--- config.mk ---
export PLATFORM = sky130hd
export DESIGN_NAME = csa_pipe
export DESIGN_NICKNAME = d
export VERILOG_FILES = /design/src/rtl/csa_pkg.sv /design/src/rtl/csa_block.sv /design/src/rtl/csa_pipe.sv
export SDC_FILE = /design/constraint.sdc
export NUM_CORES = 1
export LEC_CHECK = 0
export ABC_AREA = 1
export CAP_MARGIN = 20
export CORE_MARGIN = 2
export CORE_UTILIZATION = 35
export DETAILED_ROUTE_END_ITERATION = 10
export GPL_ROUTABILITY_DRIVEN = 1
export PLACE_DENSITY = 0.61
export REMOVE_ABC_BUFFERS = 1
export SLEW_MARGIN = 5
export SYNTH_ARGS = -nofsm -noshare
export SYNTH_HDL_FRONTEND = slang
export SYNTH_SLANG_ARGS = --single-unit
--- constraint.sdc ---
create_clock -name clk -period 13.2 [get_ports clk]
set_clock_uncertainty 0.2 [all_clocks]
set_input_delay 1.32 -clock clk [delete_from_list [all_inputs] [get_ports clk]]
set_output_delay 1.32 -clock clk [all_outputs]
set_load 0.005 [all_outputs]
--- src/rtl/csa_pkg.sv ---
// Shared encodings and elaboration helpers for the pipelined carry-select adder.
package csa_pkg;

  localparam logic OP_ADD = 1'b0;
  localparam logic OP_SUB = 1'b1;

  function automatic int nblk(input int width, input int blk);
    return (blk > 0) ? width / blk : 0;
  endfunction

  // True when the width splits into whole blocks and the blocks split evenly into stages.
  function automatic bit params_ok(input int width, input int blk, input int stages);
    if (blk <= 0 || width <= 0 || stages < 1) return 1'b0;
    if (width % blk != 0) return 1'b0;
    if (stages > width / blk) return 1'b0;
    return ((width / blk) % stages) == 0;
  endfunction

endpackage

--- src/rtl/csa_block.sv ---
// BLK-bit dual adder: both carry-in hypotheses are computed so the carry only drives a select.
module csa_block #(
  parameter int BLK = 8
) (
  input  logic [BLK-1:0] a,
  input  logic [BLK-1:0] b,
  output logic [BLK-1:0] sum0,
  output logic [BLK-1:0] sum1,
  output logic           c0,
  output logic           c1
);

  assign {c0, sum0} = {1'b0, a} + {1'b0, b};
  assign {c1, sum1} = {1'b0, a} + {1'b0, b} + {{BLK{1'b0}}, 1'b1};

endmodule

--- src/rtl/csa_pipe.sv ---
// Pipelined carry-select adder/subtractor with valid/ready handshake; the pipe stalls as one unit.
module csa_pipe
  import csa_pkg::*;
#(
  parameter int WIDTH  = 64,
  parameter int BLK    = 8,
  parameter int STAGES = 4
) (
  input  logic             clk,
  input  logic             rst,
  input  logic             in_valid,
  output logic             in_ready,
  input  logic [WIDTH-1:0] a,
  input  logic [WIDTH-1:0] b,
  input  logic             ci,
  input  logic             op,
  output logic             out_valid,
  input  logic             out_ready,
  output logic [WIDTH-1:0] s,
  output logic             co,
  output logic             ovf
);

  localparam int NBLK = nblk(WIDTH, BLK);
  localparam int BPS  = (STAGES > 0) ? NBLK / STAGES : 1;

  if (!params_ok(WIDTH, BLK, STAGES)) begin : g_bad_params
    $error("csa_pipe: illegal WIDTH/BLK/STAGES combination");
  end

  logic [WIDTH-1:0] b_eff;
  logic             c_eff;

  // Per-stage register: low bits hold resolved sum, high bits still hold operand A.
  logic             v_reg  [STAGES];
  logic [WIDTH-1:0] x_reg  [STAGES];
  logic [WIDTH-1:0] y_reg  [STAGES];
  logic             c_reg  [STAGES];
  logic             am_reg [STAGES];
  logic             bm_reg [STAGES];

  logic             v_in   [STAGES];
  logic [WIDTH-1:0] x_in   [STAGES];
  logic [WIDTH-1:0] y_in   [STAGES];
  logic             c_in   [STAGES];
  logic             am_in  [STAGES];
  logic             bm_in  [STAGES];

  logic [WIDTH-1:0] x_next [STAGES];
  logic             c_next [STAGES];

  logic [BLK-1:0]   sum0_w [NBLK];
  logic [BLK-1:0]   sum1_w [NBLK];
  logic             c0_w   [NBLK];
  logic             c1_w   [NBLK];

  assign b_eff    = (op == OP_SUB) ? ~b : b;
  assign c_eff    = (op == OP_SUB) ? 1'b1 : ci;
  assign in_ready = !(out_valid && !out_ready);

  for (genvar gi = 0; gi < STAGES; gi++) begin : g_stage_in
    if (gi == 0) begin : g_head
      assign v_in[gi]  = in_valid;
      assign x_in[gi]  = a;
      assign y_in[gi]  = b_eff;
      assign c_in[gi]  = c_eff;
      assign am_in[gi] = a[WIDTH-1];
      assign bm_in[gi] = b_eff[WIDTH-1];
    end else begin : g_link
      assign v_in[gi]  = v_reg[gi-1];
      assign x_in[gi]  = x_reg[gi-1];
      assign y_in[gi]  = y_reg[gi-1];
      assign c_in[gi]  = c_reg[gi-1];
      assign am_in[gi] = am_reg[gi-1];
      assign bm_in[gi] = bm_reg[gi-1];
    end
  end

  for (genvar gi = 0; gi < NBLK; gi++) begin : g_blk
    csa_block #(.BLK(BLK)) u_blk (
      .a    (x_in[gi / BPS][gi*BLK +: BLK]),
      .b    (y_in[gi / BPS][gi*BLK +: BLK]),
      .sum0 (sum0_w[gi]),
      .sum1 (sum1_w[gi]),
      .c0   (c0_w[gi]),
      .c1   (c1_w[gi])
    );
  end

  // Carry ripples through this stage's select muxes only.
  always_comb begin
    for (int k = 0; k < STAGES; k++) begin
      x_next[k] = x_in[k];
      c_next[k] = c_in[k];
      for (int j = 0; j < BPS; j++) begin
        x_next[k][(k*BPS+j)*BLK +: BLK] = c_next[k] ? sum1_w[k*BPS+j] : sum0_w[k*BPS+j];
        c_next[k] = c_next[k] ? c1_w[k*BPS+j] : c0_w[k*BPS+j];
      end
    end
  end

  always_ff @(posedge clk) begin
    if (rst) begin
      for (int k = 0; k < STAGES; k++) begin
        v_reg[k]  <= 1'b0;
        x_reg[k]  <= '0;
        y_reg[k]  <= '0;
        c_reg[k]  <= 1'b0;
        am_reg[k] <= 1'b0;
        bm_reg[k] <= 1'b0;
      end
    end else if (in_ready) begin
      for (int k = 0; k < STAGES; k++) begin
        v_reg[k]  <= v_in[k];
        x_reg[k]  <= x_next[k];
        y_reg[k]  <= y_in[k];
        c_reg[k]  <= c_next[k];
        am_reg[k] <= am_in[k];
        bm_reg[k] <= bm_in[k];
      end
    end
  end

  assign out_valid = v_reg[STAGES-1];
  assign s         = x_reg[STAGES-1];
  assign co        = c_reg[STAGES-1];
  assign ovf       = (am_reg[STAGES-1] == bm_reg[STAGES-1]) &&
                     (x_reg[STAGES-1][WIDTH-1] != am_reg[STAGES-1]);

endmodule

==> metrics.yaml <==
grt_usage_pct: 12.7
period_share_pct: 37.9
grt_pass1_wl_um: 58600
placed_cells: 2846
top_level_ports: 202
cts_buffers: 41
final_nets: 2409
dieHeight_um: 236
cellPowerDensity_nw_per_um2: 127
ys_top_cells_by_area: "edfxtp_1 58%, inv_1 8.4%, nor2_1 7.2%"
dpl-instance-area_um2: 21700
crit_required_ps: 13170
synth_sequential_area_ratio_pct: 57.7
cp.arrival_ps: 4970
synth-compound-area-share_pct: 3.23
ir_worst_vdd_v: 0.0000933
netlist_instances: 1987
core_um2: 53500
largest_register_ffs: 255
regArea_um2: 10900
synthArstFlopShare_pct: 0
fillers: 5114
gp_congestion: 0.828
path_class: "in -> reg"
grt_pass1_vias: 12500
grt_antenna_before_repair: 0
stdcell_area_um2: 22900
synthAdderAreaFrac_pct: 5.76
synth-seq-cells: 362
setup_viol: 0
start_util_pct: 35.2
ys.flop_type: "edfxtp_1"
cts_setup_buffers: 0
maxCapViolCount: 0
die_area_um2: 55700
synth-simple-area-share_pct: 19.6
vias_per_cell: 4.46
synthXorXnorAreaFrac_pct: 4.17
min_period_ps: 5000
yosys_warnings: 0
drt_iter0_markers: 658
yosys.area.top_type_share_pct: 57.7
status: "finished, final reports clean"
antenna_left: 0
post-place-ws_ps: 7680
drt_wl_total_um: 35200
crit_path_end_kind: "register"
reg2reg_slack_ps: 9040
die_w_um: 236
syn-cell-area_um2: 18900
row_count: 85
firstDrtPassIters: 6
cts_sinks: 362
finalNonFillerCells: 2917
p_leak_nw: 10.3
grt_max_degree: 186
syn_avg_cell_area_um2: 9.49
cts-htree-levels: 2
clockRootBuffer: "clkbuf_16"
port_buffers: 201
vias: 13000
fmax_mhz: 200
hold_path.class: "reg -> reg"
path_clk_slew_ps: 60
cts_resized: 0
ff2ff_path_depth: 4
tightest_slew_ps: 1030
slew_viol_final: 0
tns_ps: 0
muxShareOfSynthArea_pct: 0.159
synth_edf_count: 362
hold_depth: 2
wl_per_cell_um: 12.1
diodes: 0
cts_buffer_depth: 3
worstSkewPairLatency_ps: 550
synth_top_family_by_area: "simple AND/OR/NAND/NOR gates"
critPathMaxFanout: 185
drive_gt1_share_pct: 4.77
rsz0062_at_grt: "no"
hold_viol_final: 0
multiInputGateArea_um2: 6220
drc_errors: 0
crit_path_start_kind: "primary input"
synth_area_leader_cell: "edfxtp_1"
dp_hpwl_um: 24200
hold_slack_ps: 336
grt.overflow.total: 0
syn2layout_area_growth_pct: 21.7
tritoncts: "done"
cts_hold_buffers: 0
relSlewSlack_pct: 31.2
ys_types: 32
setup_ws_ps: 8200
-- cell families after synthesis --
| group | Yosys count |
|---|---|
| flops | 362 |
| buf+inv | 472 |
| xor+xnor | 88 |
| mux | 3 |
| simple gates | 862 |
| compound gates | 118 |
| fa+ha+maj | 82 |
-- layer usage --
metal	wire (um)	part of all wire, %	GRT usage, %
met5	0	0	0
met1	15300	44	15.5
met4	959	2.7	4.92
met2	17100	49	22.0
met3	1800	5.1	2.57
-- worst paths after layout --
kind                                                 from                    endpoint
worst min register to register  x_reg[1][8]$_SDFFCE_PN0P_   x_reg[2][8]$_SDFFCE_PN0P_
worst max-delay path                                  rst  x_reg[3][43]$_SDFFCE_PN0P_
worst min-delay path            x_reg[1][8]$_SDFFCE_PN0P_   x_reg[2][8]$_SDFFCE_PN0P_
worst max register to register         v_reg[3]$_DFFE_PP_  x_reg[3][43]$_SDFFCE_PN0P_
-- per-stage QoR --
step / util [%] / power [mW]
after detailed placement: 40.5 / 1.85
after floorplan: - / 1.71
after CTS: 42.9 / 2.96
after global routing: 42.9 / 3.07
after global placement: 40.4 / 1.84
final: 42.9 / 2.92
-- cell usage in the layout (no fill, tap or decap), types with 2 or more instances in the layout --
cell / netlist / final
clkinv_2: 0 / 9
inv_1: 422 / 422
clkinv_1: 0 / 6
mux2i_1: 3 / 3
nor3_1: 11 / 11
inv_2: 4 / 4
clkinvlp_4: 0 / 2
nor2_1: 364 / 364
nand2_2: 7 / 7
nor2_4: 4 / 4
clkbuf_1: 32 / 7
clkdlybuf4s50_1: 0 / 200
ha_1: 74 / 74
nand2_1: 320 / 319
edfxtp_1: 362 / 362
a31oi_1: 7 / 7
o21ai_0: 28 / 28
nand3_4: 2 / 3
xnor2_1: 59 / 59
nand3b_1: 21 / 21
nand4_1: 28 / 28
o21a_1: 4 / 4
nand3_1: 86 / 85
nand3_2: 4 / 4
buf_4: 0 / 7
nand2_4: 7 / 8
a21oi_1: 78 / 78
clkbuf_16: 0 / 43
xor2_2: 2 / 2
bufinv_16: 0 / 3
xor2_1: 27 / 27
nor2_2: 5 / 5
fa_1: 8 / 8
-- power breakdown --
| group | internal, mW | total, mW | switching (mW) |
|---|---|---|---|
| clock | 0.650 | 1.09 | 0.443 |
| combinational | 0.184 | 0.422 | 0.238 |
| sequential | 1.37 | 1.40 | 0.0300 |
-- area by class of cell --
class | count | share of cell area (%)
flip-flops and latches | 362 | 47.4
clock inverters | 21 | 0.791
multi-input cells | 1153 | 27.1
well taps | 696 | 3.79
clock buffers | 50 | 4.80
repair buffers | 209 | 9.16
inverters | 426 | 6.97
-- worst max-delay path: stages --
cell	delay (ps)
clkdlybuf4s50_1	450
inv_1	90
nand3_4	420
buf_4	700
buf_12	690
buf_4	940
-- Yosys cell counts (5+ instances only) --
cell	count
nand2_4	7
a31oi_1	7
nand4_1	28
buf_2	8
ha_1	74
nand3b_1	21
o21ai_0	28
a21oi_1	78
nand3_1	86
nand2_2	7
nor3_1	11
xnor2_1	59
edfxtp_1	362
fa_1	8
inv_1	422
buf_1	6
clkbuf_1	32
nor2_2	5
xor2_1	27
nand2_1	320
nor2_1	364
Note: power is estimated with default switching activity, not from simulation.
